## src/rtl/ysyx_24100006_axi_arbiter.sv

```systemverilog
// Two-requester AXI4 arbiter: IFU (read) and LSU (read/write) share one downstream master port.
// One transaction in flight; grant is registered and held until the final response handshake.
module ysyx_24100006_axi_arbiter #(
    parameter int unsigned ADDR_W     = 32,
    parameter int unsigned DATA_W     = 32,
    parameter int unsigned STARVE_MAX = 4
) (
    input  logic                clk,
    input  logic                reset,

    input  logic [ADDR_W-1:0]   ifu_araddr,
    input  logic [7:0]          ifu_arlen,
    input  logic [2:0]          ifu_arsize,
    input  logic                ifu_arvalid,
    output logic                ifu_arready,
    output logic [DATA_W-1:0]   ifu_rdata,
    output logic [1:0]          ifu_rresp,
    output logic                ifu_rlast,
    output logic                ifu_rvalid,
    input  logic                ifu_rready,

    input  logic [ADDR_W-1:0]   lsu_araddr,
    input  logic [7:0]          lsu_arlen,
    input  logic [2:0]          lsu_arsize,
    input  logic                lsu_arvalid,
    output logic                lsu_arready,
    output logic [DATA_W-1:0]   lsu_rdata,
    output logic [1:0]          lsu_rresp,
    output logic                lsu_rlast,
    output logic                lsu_rvalid,
    input  logic                lsu_rready,
    input  logic [ADDR_W-1:0]   lsu_awaddr,
    input  logic [2:0]          lsu_awsize,
    input  logic                lsu_awvalid,
    output logic                lsu_awready,
    input  logic [DATA_W-1:0]   lsu_wdata,
    input  logic [DATA_W/8-1:0] lsu_wstrb,
    input  logic                lsu_wlast,
    input  logic                lsu_wvalid,
    output logic                lsu_wready,
    output logic [1:0]          lsu_bresp,
    output logic                lsu_bvalid,
    input  logic                lsu_bready,

    output logic [ADDR_W-1:0]   m_araddr,
    output logic [7:0]          m_arlen,
    output logic [2:0]          m_arsize,
    output logic                m_arvalid,
    input  logic                m_arready,
    input  logic [DATA_W-1:0]   m_rdata,
    input  logic [1:0]          m_rresp,
    input  logic                m_rlast,
    input  logic                m_rvalid,
    output logic                m_rready,
    output logic [ADDR_W-1:0]   m_awaddr,
    output logic [2:0]          m_awsize,
    output logic                m_awvalid,
    input  logic                m_awready,
    output logic [DATA_W-1:0]   m_wdata,
    output logic [DATA_W/8-1:0] m_wstrb,
    output logic                m_wlast,
    output logic                m_wvalid,
    input  logic                m_wready,
    input  logic [1:0]          m_bresp,
    input  logic                m_bvalid,
    output logic                m_bready,

    output logic                grant_ifu
);

    localparam int unsigned CNT_W = $clog2(STARVE_MAX + 1);

    typedef enum logic [1:0] {
        IDLE   = 2'd0,
        RD_IFU = 2'd1,
        RD_LSU = 2'd2,
        WR     = 2'd3
    } state_e;

    state_e             state_q, state_d;
    logic [CNT_W-1:0]   starve_cnt_q, starve_cnt_d;
    logic               ar_done_q, ar_done_d;
    logic               aw_done_q, aw_done_d;
    logic               w_done_q, w_done_d;
    logic               starved;

    assign starved = ifu_arvalid && (starve_cnt_q == CNT_W'(STARVE_MAX));

    always_ff @(posedge clk or negedge reset) begin
        if (!reset) begin
            state_q      <= IDLE;
            starve_cnt_q <= '0;
            ar_done_q    <= 1'b0;
            aw_done_q    <= 1'b0;
            w_done_q     <= 1'b0;
        end else begin
            state_q      <= state_d;
            starve_cnt_q <= starve_cnt_d;
            ar_done_q    <= ar_done_d;
            aw_done_q    <= aw_done_d;
            w_done_q     <= w_done_d;
        end
    end

    // Arbitration and transaction tracking; IDLE always separates two grants
    always_comb begin
        state_d      = state_q;
        starve_cnt_d = starve_cnt_q;
        ar_done_d    = ar_done_q;
        aw_done_d    = aw_done_q;
        w_done_d     = w_done_q;
        case (state_q)
            IDLE: begin
                if (starved) begin
                    state_d      = RD_IFU;
                    starve_cnt_d = '0;
                end else if (lsu_awvalid || lsu_arvalid) begin
                    state_d = lsu_awvalid ? WR : RD_LSU;
                    if (ifu_arvalid && (starve_cnt_q != CNT_W'(STARVE_MAX)))
                        starve_cnt_d = starve_cnt_q + CNT_W'(1);
                end else if (ifu_arvalid) begin
                    state_d      = RD_IFU;
                    starve_cnt_d = '0;
                end
            end
            RD_IFU, RD_LSU: begin
                if (m_arvalid && m_arready)
                    ar_done_d = 1'b1;
                if (m_rvalid && m_rready && m_rlast) begin
                    state_d   = IDLE;
                    ar_done_d = 1'b0;
                end
            end
            WR: begin
                if (m_awvalid && m_awready)
                    aw_done_d = 1'b1;
                if (m_wvalid && m_wready && m_wlast)
                    w_done_d = 1'b1;
                if (m_bvalid && m_bready) begin
                    state_d   = IDLE;
                    aw_done_d = 1'b0;
                    w_done_d  = 1'b0;
                end
            end
            default: state_d = IDLE;
        endcase
    end

    // Channel routing: only the owner sees the downstream bus, everything else is held at 0
    always_comb begin
        ifu_arready = 1'b0;
        ifu_rdata   = '0;
        ifu_rresp   = 2'b00;
        ifu_rlast   = 1'b0;
        ifu_rvalid  = 1'b0;
        lsu_arready = 1'b0;
        lsu_rdata   = '0;
        lsu_rresp   = 2'b00;
        lsu_rlast   = 1'b0;
        lsu_rvalid  = 1'b0;
        lsu_awready = 1'b0;
        lsu_wready  = 1'b0;
        lsu_bresp   = 2'b00;
        lsu_bvalid  = 1'b0;
        m_araddr    = '0;
        m_arlen     = 8'd0;
        m_arsize    = 3'd0;
        m_arvalid   = 1'b0;
        m_rready    = 1'b0;
        m_awaddr    = '0;
        m_awsize    = 3'd0;
        m_awvalid   = 1'b0;
        m_wdata     = '0;
        m_wstrb     = '0;
        m_wlast     = 1'b0;
        m_wvalid    = 1'b0;
        m_bready    = 1'b0;
        grant_ifu   = (state_q == RD_IFU);
        case (state_q)
            RD_IFU: begin
                m_araddr    = ifu_araddr;
                m_arlen     = ifu_arlen;
                m_arsize    = ifu_arsize;
                m_arvalid   = ifu_arvalid & ~ar_done_q;
                ifu_arready = m_arready & ~ar_done_q;
                ifu_rdata   = m_rdata;
                ifu_rresp   = m_rresp;
                ifu_rlast   = m_rlast;
                ifu_rvalid  = m_rvalid;
                m_rready    = ifu_rready;
            end
            RD_LSU: begin
                m_araddr    = lsu_araddr;
                m_arlen     = lsu_arlen;
                m_arsize    = lsu_arsize;
                m_arvalid   = lsu_arvalid & ~ar_done_q;
                lsu_arready = m_arready & ~ar_done_q;
                lsu_rdata   = m_rdata;
                lsu_rresp   = m_rresp;
                lsu_rlast   = m_rlast;
                lsu_rvalid  = m_rvalid;
                m_rready    = lsu_rready;
            end
            WR: begin
                m_awaddr    = lsu_awaddr;
                m_awsize    = lsu_awsize;
                m_awvalid   = lsu_awvalid & ~aw_done_q;
                lsu_awready = m_awready & ~aw_done_q;
                m_wdata     = lsu_wdata;
                m_wstrb     = lsu_wstrb;
                m_wlast     = lsu_wlast;
                m_wvalid    = lsu_wvalid & ~w_done_q;
                lsu_wready  = m_wready & ~w_done_q;
                lsu_bresp   = m_bresp;
                lsu_bvalid  = m_bvalid;
                m_bready    = lsu_bready;
            end
            default: ;
        endcase
    end

endmodule

```

## config.mk

```make
export PLATFORM = sky130hd
export DESIGN_NAME = ysyx_24100006_axi_arbiter
export DESIGN_NICKNAME = d
export VERILOG_FILES = /design/src/rtl/ysyx_24100006_axi_arbiter.sv
export SDC_FILE = /design/constraint.sdc
export NUM_CORES = 1
export LEC_CHECK = 0
export ABC_AREA = 0
export BUFFER_PORTS_ARGS = -buffer_cell sky130_fd_sc_hd__buf_4
export CAP_MARGIN = 20
export CORE_AREA = 5 5 156 158
export CTS_CLUSTER_DIAMETER = 100
export DETAILED_ROUTE_END_ITERATION = 8
export DIE_AREA = 0 0 161 163
export HOLD_SLACK_MARGIN = 0.03
export PLACE_DENSITY_LB_ADDON = 0.1
export SLEW_MARGIN = 20
export SYNTH_ARGS = -nofsm -noshare
export SYNTH_HDL_FRONTEND = slang
export SYNTH_SLANG_ARGS = --single-unit
```

## constraint.sdc

```tcl
create_clock -name clk -period 2.3 [get_ports clk]
set_input_delay 0.46 -clock clk [delete_from_list [all_inputs] [get_ports clk]]
set_output_delay 0.46 -clock clk [all_outputs]
set_load 0.01 [all_outputs]
```

==> results of run 1 <==
==> synth_stat cells, drive strengths merged (3+ instances only) <==
cell,count
nor2b,44
o21ai,3
a21oi,5
ha,6
and2,148
clkbuf,28
a22oi,44
nand2,9
buf,4
and3b,6
a31oi,4
dfrtp,8
inv,6
==> logic make-up after synthesis <==
kind of cell,after synthesis,share of synthesized area (%)
buffers and inverters,38,6.87
adders and majority gates,6,3.38
and+or+nand+nor,212,59.5
muxes,1,0.450
AOI/OAI and AO/OA,60,20.8
DFF,8,9.00
==> how the worst min path moves through the flow <==
stage	startpoint	endpoint	slack (ns)	cells after the start
final	reset	aw_done_q	0.05	1
after global routing	reset	aw_done_q	0.05	1
after CTS	reset	starve_cnt_q[2]	0.05	1
after detailed placement	reset	state_q[0]	0.30	1
after global placement	reset	state_q[0]	0.29	1
after floorplan	reset	ar_done_q	0.16	0
==> worst max-delay path: stages (launching register included) <==
cell     delay, ns
dfrtp_1       0.43
inv_1         0.11
ha_2          0.29
buf_12        0.21
a22oi_4       0.11
nor2b_2       0.18
buf_4         0.15
==> state kept, by name, summed over array words and instances (netlist names) <==
register      flops
starve_cnt_q      3
ar_done_q         1
aw_done_q         1
w_done_q          1
state_q           2
==> stage by stage <==
stage / util (%) / total power [W]
6_report: 25.0 / 0.00460
2_1_floorplan: - / 0.00226
5_1_grt: 25.0 / 0.00498
3_5_place_dp: 24.5 / 0.00431
4_1_cts: 24.8 / 0.00462
3_3_place_gp: 24.5 / 0.00430
==> power groups by stage <==
stage | logic, W | clock network (W) | registers [W]
after floorplan | 0.00201 | 0 | 0.000250
after global placement | 0.00403 | 0 | 0.000267
after detailed placement | 0.00404 | 0 | 0.000269
after CTS | 0.00405 | 0.000304 | 0.000270
after global routing | 0.00438 | 0.000314 | 0.000283
final | 0.00403 | 0.000297 | 0.000273
==> metal layers <==
metal  GRT usage, %  wire length, µm  part of all wire, %  vias up
li1               -                -                    -     1844
met1           10.6             5480                   31     1716
met2           25.9            10000                   57      252
met3           4.48             2020                   11        6
met4           1.63              209                  1.2        0
met5              0                0                    0        -
==> final cells by class <==
type	count	area share (%)
multi-input combinational	279	32.9
timing repair buffer	415	55.6
tap	290	6.31
clock buffer	3	1.31
inverter	6	0.392
sequential	8	3.48
==> results.json, run 1 <==
{
  "r2r_slack_ns": 0.35,
  "rows": 56,
  "drt.antenna.violating_nets": 0,
  "multiInputGateArea_um2": 1890,
  "yosysTopAreaCellShare_pct": 41.6,
  "drv_cap": 0,
  "rr_endpoint": "state_q[1]",
  "numCtsBuffers": 3,
  "power_frac_comb_pct": 87.6,
  "core_area_um2": 23000,
  "cp-startpoint": "state_q[1]",
  "n_antenna_cell": 0,
  "synth_edf_count": 0,
  "cts_max_level": 1,
  "nets": 928,
  "via_per_inst": 3.81,
  "dp_slack_ns": 0.259,
  "ir_drop_v": 0.000398,
  "endpoint": "m_rready",
  "syn_area_per_cell_um2": 6.84,
  "synthesis.instances": 325,
  "synthTopCellsByArea": "and2_1, a22oi_1, nor2b_1, dfrtp_1, clkbuf_1",
  "p_sw_w": 0.00206,
  "cp-end-kind": "output port",
  "setup_viol": 0,
  "drt_wl_total_um": 17700,
  "critical_path_required_ns": 1.84,
  "critPathMaxFanout": 26,
  "ctsResizeCount": 0,
  "max_freq_mhz": 455,
  "min_period_over_period_pct": 95.7,
  "critical_path_arrival_ns": 1.74,
  "postSynth.asyncResetShare_pct": 100,
  "p_per_area_nw_per_um2": 800,
  "cts_max_path_buffers": 2,
  "place_area_um2": 5630,
  "cts_hold_buf": 0,
  "worst_pin_slew_ns": 0.403,
  "hpwl_um": 15400,
  "route.detailed.drc": 0,
  "cts_setup_buffers": 0,
  "area_growth_syn_to_layout_pct": 159,
  "clock-sinks": 8,
  "drive_gt1_share_pct": 59.9,
  "ys_types": 25,
  "fillers": 2573,
  "p_int_w": 0.00254,
  "synth_ff_type": "dfrtp_1",
  "total_leakage_power_nw": 3.02,
  "reg2reg_from": "state_q[1]",
  "synth_top_area_cell": "and2_1",
  "track_usage_pct": 12.1,
  "seqPwrFrac_pct": 5.9,
  "dpl.cell_count": 997,
  "clk_latency_ns": 0.23,
  "final_common_cell": "buf_4",
  "start_util_pct": 9.67,
  "slew_headroom_pct": 72.9,
  "first_pass_iters": 4,
  "tns_ns": 0,
  "clk_pin_slew_ns": 0.04,
  "final_area_um2": 5750,
  "hold_viol": 0,
  "fp.dieH_um": 163,
  "clock-root-buffer": "clkbuf_16",
  "path_class": "reg2out",
  "status": "finished clean",
  "p_clk_share_pct": 6.5,
  "drt_iter0_markers": 190,
  "synth_warnings": 0,
  "finalMaxSlewViolations": 0,
  "regArea_um2": 200,
  "final.min_clock_period_ns": 2.20,
  "final_cells": 1001,
  "p_sw_share_pct": 44.8,
  "hold_path.class": "in2async",
  "vias": 3818,
  "ys_seq_area_share_pct": 9.00,
  "netlist_area_um2": 2220,
  "synth_nets": 540,
  "overflow": 0,
  "io_buffer_count": 408,
  "mostFrequentLayoutCells": "buf_4, and2_1, a22oi_1, nor2b_1, nand2_1",
  "io_pins": 409,
  "skew_ns": 0.00264,
  "cts_tree": "built",
  "gp_congestion": 0.776,
  "grt_max_degree": 75,
  "holdWs_ns": 0.0482,
  "startpoint_type": "flop",
  "synth_seq_cells": 8,
  "reg2reg_depth": 7,
  "die_w_um": 161,
  "rsz0062_at_grt": "false",
  "antenna_found_initial": 0,
  "grt_pass1_wl_um": 24600,
  "grt_pass1_vias": 3982,
  "die-area_um2": 26200,
  "wl_per_cell_um": 17.7,
  "setup_slack_ns": 0.0999
}
Power figures use the tool's default switching activity.
==> run 2, diff against run 1 <==
Settings changed: REMOVE_ABC_BUFFERS set to 1.
==> run 2 against run 1 <==
Against the previous run:
- largest power group unchanged
- clock skew is 0.0010 ns higher
- design area rose by 0.76%
- first-iteration DRC count down 46%
- critical path depth did not move
- non-clock buffer count grew 4
- flip-flop and latch count unchanged
==> results.json, run 2 (synthesis gave the netlist of run 1 again) <==
{
  "die_w_um": 161,
  "skew_ns": 0.00366,
  "startpoint_type": "flop",
  "max_freq_mhz": 462,
  "hold_viol": 0,
  "crit_path_top_delay_cell": "dfrtp_2",
  "drive_gt1_share_pct": 60.3,
  "area_growth_syn_to_layout_pct": 161,
  "mostFrequentLayoutCells": "buf_4, and2_1, nor2b_1",
  "critPathMaxFanout": 48,
  "nets": 932,
  "max_stage_delay_ns": 0.43,
  "p_per_area_nw_per_um2": 811,
  "worst_pin_slew_ns": 0.372,
  "slew_headroom_pct": 75.0,
  "final.min_clock_period_ns": 2.16,
  "finalMaxSlewViolations": 0,
  "clk_pin_slew_ns": 0.04,
  "cts_hold_buf": 0,
  "numCtsBuffers": 3,
  "overflow": 0,
  "p_sw_w": 0.00211,
  "drt.antenna.violating_nets": 0,
  "die-area_um2": 26200,
  "seqPwrFrac_pct": 5.9,
  "core_area_um2": 23000,
  "first_pass_iters": 4,
  "path_class": "reg2out",
  "p_sw_share_pct": 45.0,
  "p_int_w": 0.00258,
  "place_area_um2": 5680,
  "grt_max_degree": 83,
  "n_antenna_cell": 0,
  "cts_setup_buffers": 0,
  "ctsResizeCount": 0,
  "grt_pass1_vias": 4089,
  "wl_per_cell_um": 17.7,
  "via_per_inst": 3.80,
  "power_frac_comb_pct": 87.7,
  "cts_tree": "built",
  "p_clk_share_pct": 6.4,
  "rows": 56,
  "fillers": 2557,
  "cts_max_path_buffers": 2,
  "ir_drop_v": 0.000516,
  "cp-startpoint": "state_q[1]",
  "largest_register": "starve_cnt_q",
  "rsz0062_at_grt": "false",
  "final_common_cell": "buf_4",
  "vias": 3818,
  "setup_viol": 0,
  "drt_iter0_markers": 103,
  "status": "finished clean",
  "clk_latency_ns": 0.23,
  "clock-root-buffer": "clkbuf_16",
  "largest_register_ffs": 3,
  "reg2reg_from": "state_q[0]",
  "hpwl_um": 15500,
  "critical_path_required_ns": 1.84,
  "start_util_pct": 9.67,
  "gp_congestion": 0.847,
  "cp-end-kind": "output port",
  "crit_chain": "inv_1, ha_2, buf_12, a22oi_1, nor2b_1, buf_4",
  "grt_pass1_wl_um": 24200,
  "route.detailed.drc": 0,
  "drv_cap": 0,
  "drt_wl_total_um": 17800,
  "io_buffer_count": 408,
  "final_area_um2": 5790,
  "critical_path_arrival_ns": 1.70,
  "fp.dieH_um": 163,
  "cts_max_level": 1,
  "track_usage_pct": 11.9,
  "antenna_found_initial": 0,
  "io_pins": 409,
  "total_leakage_power_nw": 3.04,
  "hold_path.class": "in2async",
  "reg_top3": "starve_cnt_q x3, state_q x2",
  "min_period_over_period_pct": 94.0,
  "finalPower_w": 0.00470,
  "clock-sinks": 8
}
run 2: area by class of cell:
cell class / instances / area (µm²) / area share, %
clock buffer: 3 / 75.1 / 1.30
inverter: 6 / 22.5 / 0.389
multi-input combinational: 279 / 1890 / 32.7
sequential: 8 / 201 / 3.48
tap: 290 / 363 / 6.26
timing repair buffer: 419 / 3240 / 55.9
run 2: stage by stage:
stage	TNS, ns	setup slack, ns	instances	hold WS (ns)	utilization [%]
floorplan	-40.87	-0.493	293	0.164	-
global placement	0	0.299	1001	0.300	24.7
detailed placement	0	0.303	1001	0.301	24.7
CTS	0	0.0583	1004	0.0445	25.0
global route	0	0.0223	1005	0.0507	25.2
finish	0	0.138	1005	0.0423	25.2
run 2: layer usage:
layer / share of wire (%) / track usage [%] / vias up
met3: 10 / 4.23 / 6
li1: - / - / 1849
met5: 0 / 0 / -
met2: 57 / 25.5 / 251
met1: 32 / 10.7 / 1712
met4: 0.96 / 2.06 / 0
run 2: worst paths after layout:
path                              endpoint  slack, ns  cells after the start
setup / recovery               m_araddr[4]       0.14                      6
hold / removal                   aw_done_q       0.04                      1
setup reg to reg                state_q[1]       0.40                      8
hold reg to reg            starve_cnt_q[0]       0.53                      1
max in group asynchronous       state_q[1]       2.10                      1
min in group clk                 aw_done_q       0.44                      2
run 2: worst max-delay path, delay by kind of cell (launching register included):
kind | cells | cell delay (ns)
AND/OR/NAND/NOR | 1 | 0.17
AO/OA/AOI/OAI | 1 | 0.13
buffers and inverters | 3 | 0.48
flip-flops | 1 | 0.43
adder cells (fa/ha/maj) | 1 | 0.24
run 2: power by group through the flow:
stage	registers (W)	logic, W	clock network, W
after floorplan	0.000250	0.00190	0
after global placement	0.000266	0.00415	0
after detailed placement	0.000272	0.00416	0
after CTS	0.000271	0.00417	0.000317
after global routing	0.000286	0.00447	0.000316
final	0.000276	0.00412	0.000302
==> run 3, diff against run 2 <==
Settings changed: PLACE_DENSITY_LB_ADDON 0.1 to 0.12.
==> run 3 against run 2 <==
Against the previous run:
- core utilization is 0.35 points lower
- count of clock-buffer cells in the layout is the same
- combinational power shrank 4%
- die area unchanged
- global-route usage down 1.2 points
- critical path depth unchanged
- flip-flop and latch count unchanged
- clock power decreased by 2%
- wire length down 12%
- first-iteration DRC count is 50% higher
- critical path type unchanged
==> results.json, run 3 (synthesis gave the netlist of run 1 again) <==
{
  "status": "finished clean",
  "finalMaxSlewViolations": 0,
  "clk_latency_ns": 0.23,
  "clock-sinks": 8,
  "multiInputGateArea_um2": 1880,
  "dpl.cell_count": 997,
  "numCtsBuffers": 3,
  "p_per_area_nw_per_um2": 788,
  "die_w_um": 161,
  "first_pass_iters": 4,
  "ir_drop_v": 0.000349,
  "io_pins": 409,
  "nets": 927,
  "grt_pass1_vias": 4059,
  "largest_register_ffs": 3,
  "drv_cap": 0,
  "gp_congestion": 0.860,
  "worst_pin_slew_ns": 0.415,
  "n_antenna_cell": 0,
  "cts_tree": "built",
  "core_area_um2": 23000,
  "cts_max_level": 1,
  "antenna_found_initial": 0,
  "drt_iter0_markers": 154,
  "dp_slack_ns": 0.323,
  "route.detailed.drc": 0,
  "area_growth_syn_to_layout_pct": 157,
  "via_per_inst": 3.76,
  "vias": 3764,
  "hold_viol": 0,
  "cp-end-kind": "output port",
  "grt_pass1_wl_um": 22400,
  "critical_path_required_ns": 1.84,
  "rows": 56,
  "mostFrequentLayoutCells": "buf_4, and2_1, nor2b_1",
  "reg_top3": "starve_cnt_q x3, state_q x2",
  "r2r_slack_ns": 0.41,
  "startpoint_type": "flop",
  "io_buffer_count": 408,
  "skew_ns": 0.00262,
  "path_class": "reg2out",
  "critPathMaxFanout": 22,
  "cts_setup_buffers": 0,
  "final_cells": 1000,
  "final_common_cell": "buf_4",
  "hold_path.class": "in2async",
  "wl_per_cell_um": 15.8,
  "critical_path_arrival_ns": 1.65,
  "setup_viol": 0,
  "drt_wl_total_um": 15800,
  "die-area_um2": 26200,
  "regArea_um2": 200,
  "min_period_over_period_pct": 91.6,
  "clock-root-buffer": "clkbuf_16",
  "cts_max_path_buffers": 2,
  "slew_headroom_pct": 72.2,
  "drt.antenna.violating_nets": 0,
  "fp.dieH_um": 163,
  "final_area_um2": 5710,
  "rsz0062_at_grt": "false",
  "max_freq_mhz": 474,
  "overflow": 0,
  "largest_register": "starve_cnt_q",
  "place_area_um2": 5630,
  "drive_gt1_share_pct": 59.6,
  "grt_max_degree": 82,
  "hpwl_um": 13800,
  "track_usage_pct": 10.8,
  "clk_pin_slew_ns": 0.04,
  "fillers": 2547,
  "start_util_pct": 9.67,
  "total_leakage_power_nw": 3.01,
  "setup_slack_ns": 0.192,
  "final.min_clock_period_ns": 2.11
}
-- run 3: worst max-delay path: stages, from the launching register on --
cell and delay (ns):
dfrtp_1 0.41, inv_1 0.10, ha_2 0.23, buf_12 0.17, mux2i_1 0.10, nor3b_2 0.23
buf_4 0.17
-- run 3: area by class of cell --
cell class	instances	share of cell area, %
Timing Repair Buffer	414	55.6
Inverter	6	0.394
Multi-Input combinational cell	279	32.9
Clock buffer	3	1.31
Tap cell	290	6.35
Sequential cell	8	3.50
-- run 3: through the flow --
step / total power (W) / TNS, ns / utilization, % / hold slack [ns]
floorplan: 0.00215 / -40.87 / - / 0.164
global placement: 0.00427 / 0 / 24.5 / 0.293
detailed placement: 0.00429 / 0 / 24.5 / 0.296
CTS: 0.00460 / 0 / 24.8 / 0.0495
global route: 0.00487 / 0 / 24.9 / 0.0533
finish: 0.00450 / 0 / 24.9 / 0.0479
-- run 3: per-layer routing --
metal | wire length (µm) | GRT usage, % | up-vias
met3 | 1510 | 2.91 | 12
li1 | - | - | 1838
met5 | 0 | 0 | -
met4 | 369 | 3.37 | 0
met2 | 9130 | 23.3 | 243
met1 | 4760 | 9.33 | 1671
-- run 3: repair_timing --
item | in CTS | in global routing
gates resized for setup | 0 | 1
endpoints found under the hold margin | 0 | 0
setup endpoints to repair | 0 | 1
hold buffers | 0 | 0
-- run 3: final timing paths --
path | start | end | cells past startpoint
max | state_q[0] | m_arvalid | 6
min | reset | w_done_q | 1
max reg2reg | state_q[0] | state_q[1] | 7
min reg2reg | starve_cnt_q[0] | starve_cnt_q[0] | 1
max in group asynchronous | reset | ar_done_q | 1
min in group clk | m_bvalid | aw_done_q | 2
-- run 3: power by group --
| group | internal [W] | switching [W] |
|---|---|---|
| Combinational | 0.00205 | 0.00189 |
| Clock | 0.000225 | 0.0000707 |
| Sequential | 0.000206 | 0.0000578 |
